--- src/rtl/hex_pkg.sv ---
// Shared types and constants for the hex core: word address/data widths,
// the arbiter request bundle and the arbiter's default hold limit.
package hex_pkg;

  localparam int unsigned WADDR_W = 14;
  localparam int unsigned DATA_W  = 32;

  typedef logic [WADDR_W-1:0] waddr_t;
  typedef logic [DATA_W-1:0]  data_t;

  typedef struct packed {
    logic   we;
    waddr_t addr;
    data_t  data;
    logic   lock;
  } arb_req_t;

  localparam int unsigned MEM_ARB_MAX_HOLD = 8;

  typedef enum logic {
    REQ_P0 = 1'b0,
    REQ_P1 = 1'b1
  } req_id_t;

  function automatic req_id_t other_req(input req_id_t id);
    return (id == REQ_P0) ? REQ_P1 : REQ_P0;
  endfunction

  function automatic logic [7:0] sat_inc8(input logic [7:0] v);
    return (v == 8'hFF) ? v : v + 8'd1;
  endfunction

endpackage

--- src/rtl/mem_arbiter.sv ---
// Round-robin arbiter sharing the memory data port between the processor (p0)
// and a host agent (p1), with lock, bounded hold and zero-latency grant.
module mem_arbiter
  import hex_pkg::*;
#(
  parameter int unsigned MAX_HOLD = MEM_ARB_MAX_HOLD
) (
  input  logic               i_clk,
  input  logic               i_rst,
  input  logic               i_p0_valid,
  input  logic               i_p0_we,
  input  logic [WADDR_W-1:0] i_p0_addr,
  input  logic [DATA_W-1:0]  i_p0_data,
  input  logic               i_p0_lock,
  output logic               o_p0_ready,
  output logic               o_p0_rvalid,
  output logic [DATA_W-1:0]  o_p0_rdata,
  input  logic               i_p1_valid,
  input  logic               i_p1_we,
  input  logic [WADDR_W-1:0] i_p1_addr,
  input  logic [DATA_W-1:0]  i_p1_data,
  input  logic               i_p1_lock,
  output logic               o_p1_ready,
  output logic               o_p1_rvalid,
  output logic [DATA_W-1:0]  o_p1_rdata,
  output logic               o_m_valid,
  output logic               o_m_we,
  output logic [WADDR_W-1:0] o_m_addr,
  output logic [DATA_W-1:0]  o_m_data,
  input  logic [DATA_W-1:0]  i_m_data
);

  arb_req_t   w_req [2];
  logic [1:0] w_valid;

  req_id_t    r_last,     w_last_nxt;
  req_id_t    r_owner,    w_owner_nxt;
  logic       r_owner_v,  w_owner_v_nxt;
  logic [7:0] r_hold_cnt, w_hold_nxt;
  logic       r_rd_v,     w_rd_v_nxt;
  req_id_t    r_rd_id,    w_rd_id_nxt;

  logic       w_force;
  logic       w_gnt_v;
  req_id_t    w_gnt_id;
  arb_req_t   w_sel;
  logic       w_other_waiting;
  logic [7:0] w_hold_base;

  assign w_req[0] = '{we: i_p0_we, addr: i_p0_addr, data: i_p0_data, lock: i_p0_lock};
  assign w_req[1] = '{we: i_p1_we, addr: i_p1_addr, data: i_p1_data, lock: i_p1_lock};
  assign w_valid  = {i_p1_valid, i_p0_valid};

  // A saturated hold count overrides the lock for exactly one arbitration.
  assign w_force = r_owner_v && (r_hold_cnt >= 8'(MAX_HOLD));

  always_comb begin
    w_gnt_v  = (|w_valid) && !i_rst;
    w_gnt_id = REQ_P0;
    if (w_valid == 2'b11) begin
      if (r_owner_v) w_gnt_id = w_force ? other_req(r_owner) : r_owner;
      else           w_gnt_id = other_req(r_last);
    end else if (w_valid[1]) begin
      w_gnt_id = REQ_P1;
    end
  end

  assign w_sel           = w_req[w_gnt_id];
  assign w_other_waiting = w_valid[other_req(w_gnt_id)];

  always_comb begin
    w_last_nxt    = r_last;
    w_owner_nxt   = r_owner;
    w_owner_v_nxt = r_owner_v;
    w_hold_nxt    = r_hold_cnt;
    w_hold_base   = '0;
    w_rd_v_nxt    = w_gnt_v && !w_sel.we;
    w_rd_id_nxt   = w_gnt_id;
    if (w_gnt_v) begin
      w_last_nxt = w_gnt_id;
      if (w_sel.lock) begin
        w_owner_v_nxt = 1'b1;
        w_owner_nxt   = w_gnt_id;
      end else if ((r_owner_v && (r_owner == w_gnt_id)) || w_force) begin
        w_owner_v_nxt = 1'b0;
      end
      // Count only consecutive grants to an unchanged, unforced owner.
      if (r_owner_v && (r_owner == w_gnt_id) && !w_force) w_hold_base = r_hold_cnt;
      if (!w_owner_v_nxt)                w_hold_nxt = '0;
      else if (w_owner_nxt == w_gnt_id)  w_hold_nxt = w_other_waiting ? sat_inc8(w_hold_base)
                                                                      : w_hold_base;
      else                               w_hold_nxt = '0;
    end
  end

  always_ff @(posedge i_clk) begin
    if (i_rst) begin
      r_last     <= REQ_P1;
      r_owner    <= REQ_P0;
      r_owner_v  <= 1'b0;
      r_hold_cnt <= '0;
      r_rd_v     <= 1'b0;
      r_rd_id    <= REQ_P0;
    end else begin
      r_last     <= w_last_nxt;
      r_owner    <= w_owner_nxt;
      r_owner_v  <= w_owner_v_nxt;
      r_hold_cnt <= w_hold_nxt;
      r_rd_v     <= w_rd_v_nxt;
      r_rd_id    <= w_rd_id_nxt;
    end
  end

  assign o_p0_ready  = w_gnt_v && (w_gnt_id == REQ_P0);
  assign o_p1_ready  = w_gnt_v && (w_gnt_id == REQ_P1);
  assign o_m_valid   = w_gnt_v;
  assign o_m_we      = w_gnt_v && w_sel.we;
  assign o_m_addr    = w_gnt_v ? w_sel.addr : '0;
  assign o_m_data    = w_gnt_v ? w_sel.data : '0;

  assign o_p0_rvalid = r_rd_v && !i_rst && (r_rd_id == REQ_P0);
  assign o_p1_rvalid = r_rd_v && !i_rst && (r_rd_id == REQ_P1);
  assign o_p0_rdata  = i_rst ? '0 : i_m_data;
  assign o_p1_rdata  = i_rst ? '0 : i_m_data;

endmodule
--- config.mk ---
export PLATFORM = sky130hd
export DESIGN_NAME = mem_arbiter
export DESIGN_NICKNAME = d
export VERILOG_FILES = /design/src/rtl/hex_pkg.sv /design/src/rtl/mem_arbiter.sv
export SDC_FILE = /design/constraint.sdc
export NUM_CORES = 1
export LEC_CHECK = 0
export CAP_MARGIN = 20
export CORE_AREA = 2 2 97 99
export CTS_CLUSTER_SIZE = 25
export DETAILED_ROUTE_END_ITERATION = 8
export DIE_AREA = 0 0 99 101
export PLACE_DENSITY = 0.73
export SETUP_SLACK_MARGIN = 0.1
export SLEW_MARGIN = 20
export SYNTH_ARGS = -nofsm -noshare
export SYNTH_HDL_FRONTEND = slang
export SYNTH_SLANG_ARGS = --single-unit
--- constraint.sdc ---
create_clock -name i_clk -period 1.8 [get_ports i_clk]
set_input_delay 0.27 -clock i_clk [delete_from_list [all_inputs] [get_ports i_clk]]
set_output_delay 0.27 -clock i_clk [all_outputs]
set_load 0.02 [all_outputs]
==> metrics.log <==
INFO  metric gr-usage-all-layers = 0.187
INFO  metric detail_route.first_pass.iterations = 4
INFO  metric synth.yosys.warnings = 0
INFO  metric synthDominantCellAreaShare = 0.224
INFO  metric yosys_register_bits = 13
INFO  metric grt_max_degree = 37
INFO  metric detail_route.iter0.violations = 38
INFO  metric final_max_slew_viol_count = 0
INFO  metric area_of_combinational_cells_with_multiple_inputs = 1550 um2
INFO  metric row_count = 35
INFO  metric global_route_wire_length_before_repair = 14800 um
INFO  metric fp.dieW = 99 um
INFO  metric setup_repair_after_global_routing_missed_its_margin = yes
INFO  metric timing.fmax = 440 MHz
INFO  metric switching_share = 0.361
INFO  metric area.growth.synth_to_final = 201%
INFO  metric totalNegativeSetupSlack = -20.56 ns
INFO  metric synthArstFlopShare = 0
INFO  metric clock_insertion_delay_worst_skew = 0.25 ns
INFO  metric antenna-diode-count = 0
INFO  metric netlist.top_cell.by_area = a22o_1
INFO  metric port_buffers = 247
INFO  metric number_of_vias_per_cell_after_detailed_routing = 4.53
INFO  metric p_int = 1.36 mW
INFO  metric io_pins = 248
INFO  metric global_route.overflow_total = 0
INFO  metric place_congestion = 0.874
INFO  metric synth-edff-count = 0
INFO  metric finalSetupViolations = 53
INFO  metric area_taken_by_flip_flops_and_latches = 270 um2
INFO  metric clkSinkCount = 13
INFO  metric worst_slew_pin_slew = 0.332 ns
INFO  metric total_detailed_routing_wirelength = 10600 um
INFO  metric ys_dominant_reg_cell = dfxtp_1
INFO  metric synthesis.area = 1720 um2
INFO  metric wire_per_inst = 18.1 um
INFO  metric powerDensity = 410 nW/um2
INFO  metric place.detailed.hpwl = 8120 um
INFO  metric number_of_instances_in_the_synthesized_netlist = 215
INFO  metric remaining_drc_errors = 0
INFO  metric crit_path_max_fanout = 4
INFO  metric post-route-min-period = 2.27 ns
INFO  metric cts_tree = done
INFO  metric floorplan.die_area = 10000 um2
INFO  metric fp.coreArea = 8980 um2
INFO  metric final_core_util = 0.576
INFO  metric design.final.nets = 608
INFO  metric synth_cell_type_count = 43
INFO  metric fill_cells = 785
INFO  metric die_height = 101 um
INFO  metric cp_data_required_time = 1.53 ns
INFO  metric clockRootBuffer = clkbuf_8
INFO  metric clock_tree.htree_level_count = 1
INFO  metric post_synth.cell_area_avg = 7.99 um2
INFO  metric finalHoldWorstSlack = 0.468 ns
INFO  metric synthTopCellsByArea = a22o_1 (22%), dfxtp_1 (15%), buf_4 (14%)
INFO  metric ff2ff_setup_slack = -0.39 ns
INFO  metric tritoncts.num_buffers = 3
INFO  metric p_sw = 766 uW
INFO  metric synth_sequential_area_ratio = 0.151
INFO  metric holdCritPathClass = flop to flop
INFO  metric drive_gt1_frac = 0.388
INFO  metric cts.clk_slew.worst_paths = 0.05 ns
INFO  metric failed_checks = negative setup slack
INFO  metric antenna_found_initial = 0
INFO  metric worst-endpoint-arrival = 2.00 ns
INFO  metric route.antenna.remaining_nets = 0
INFO  metric routed-via-count = 2648
INFO  metric final.setup_skew = 0.00202 ns
INFO  metric clk_network_pwr_share = 0.125
INFO  metric cap_viol_max_count = 0
INFO  metric final_hold_viol_count = 0
INFO  metric result_of_the_run = complete, but fails checks
INFO  metric pwr-share-comb = 0.731
INFO  metric pwr-share-seq = 0.145
INFO  metric setup_ws = -0.475 ns
INFO  metric critical_path_class = flop to output pin
INFO  metric yosys.cell_count.top_type = a22o_1
INFO  metric power.ir.vdd_worst = 0.234 mV
INFO  metric start_util = 0.191
INFO  metric worst_setup_path_start_kind = flop
INFO  metric power.leakage = 2.43 nW
INFO  metric timing.final.crit_share = 1.26
INFO  metric via_count_of_the_first_global_routing_pass = 2668
INFO  metric synth.net_count = 348
INFO  metric timing.slew.headroom = 0.777
INFO  metric worst_setup_path_end_kind = output pin
INFO  metric ys_top_cells_by_count = a22o_1 (44), buf_4 (33), nor2b_1 (33)
INFO  metric clockBufferDepth = 2
cells by family after synthesis:
kind of cell    count (synthesis)  synth area share
simple gates                   74             0.269
compound gates                 65             0.315
buf+inv                        55             0.213
flops                          13             0.151
mux                             7            0.0444
fa+ha+maj                       1           0.00728
stage by stage:
stage | instance area, um2 | power, mW | instances | setup slack [ns]
detailed placement | 4630 | 1.68 | 555 | -1.05
finish | 5170 | 2.12 | 585 | -0.475
floorplan | 2090 | 0.971 | 215 | -0.192
global placement | 4630 | 1.68 | 555 | -1.01
CTS | 4890 | 2.01 | 571 | -0.544
global route | 5170 | 2.22 | 585 | -0.578
layout make-up:
class | instances | area share
tap | 111 | 0.0268
clock buffer | 4 | 0.00871
timing repair buffer | 304 | 0.608
inverter | 6 | 0.00435
sequential | 13 | 0.0522
multi-input combinational | 147 | 0.299
sequential cells by signal (all words and copies together), names as in the netlist:
signal	count
r_owner	1
r_owner_v	1
r_rd_v	1
r_last	1
r_rd_id	1
r_hold_cnt	8
routing by layer:
layer  share of wire  GRT usage  wire (um)
met5               0          0          0
met4           0.011     0.0306        122
met3           0.060     0.0270        637
met2            0.52      0.335       5500
met1            0.41      0.242       4350
worst paths after layout:
kind	startpoint	end	cells after the start
worst max-delay path	r_hold_cnt[4]	o_m_addr[13]	9
worst min-delay path	r_hold_cnt[5]	r_hold_cnt[5]	1
worst max register to register	r_hold_cnt[4]	r_hold_cnt[2]	10
worst min register to register	r_hold_cnt[5]	r_hold_cnt[5]	1
power by group through the flow:
stage	logic (mW)	registers (mW)	clock network [mW]
6_report	1.55	0.307	0.264
5_1_grt	1.62	0.309	0.287
4_1_cts	1.44	0.307	0.269
3_5_place_dp	1.37	0.312	0
3_3_place_gp	1.36	0.311	0
2_1_floorplan	0.659	0.312	0
cell usage in the layout (no fill, tap or decap), types with 3 or more instances in the layout:
master / netlist / routed
clkdlybuf4s50_1: 0 / 128
buf_6: 4 / 69
dlygate4sd2_1: 0 / 65
a22o_4: 0 / 39
nor2b_1: 33 / 31
buf_4: 33 / 20
buf_12: 0 / 11
nand2_1: 9 / 9
dfxtp_1: 13 / 7
and2_1: 7 / 6
a21oi_1: 7 / 6
a22o_1: 44 / 5
dfxtp_2: 0 / 5
nor2_1: 8 / 4
inv_1: 6 / 4
nor2_2: 0 / 4
mux2i_4: 0 / 3
clkbuf_8: 0 / 3
clkbuf_2: 1 / 3
worst max-delay path, stage by stage, from the launching register on:
cell,delay (ns)
dfxtp_2,0.33
nor3_4,0.29
and3_4,0.27
nor3_4,0.06
buf_4,0.14
buf_6,0.12
buf_12,0.13
mux2i_4,0.18
nor2_2,0.11
buf_6,0.13
repair_timing:
action,CTS,global route
buffers inserted,11,12
resized for setup,358,62
cloned,1,2
hold buffers,0,0
setup endpoints to repair,122,57
pin swaps,6,11
(Power assumes the default switching activity.)
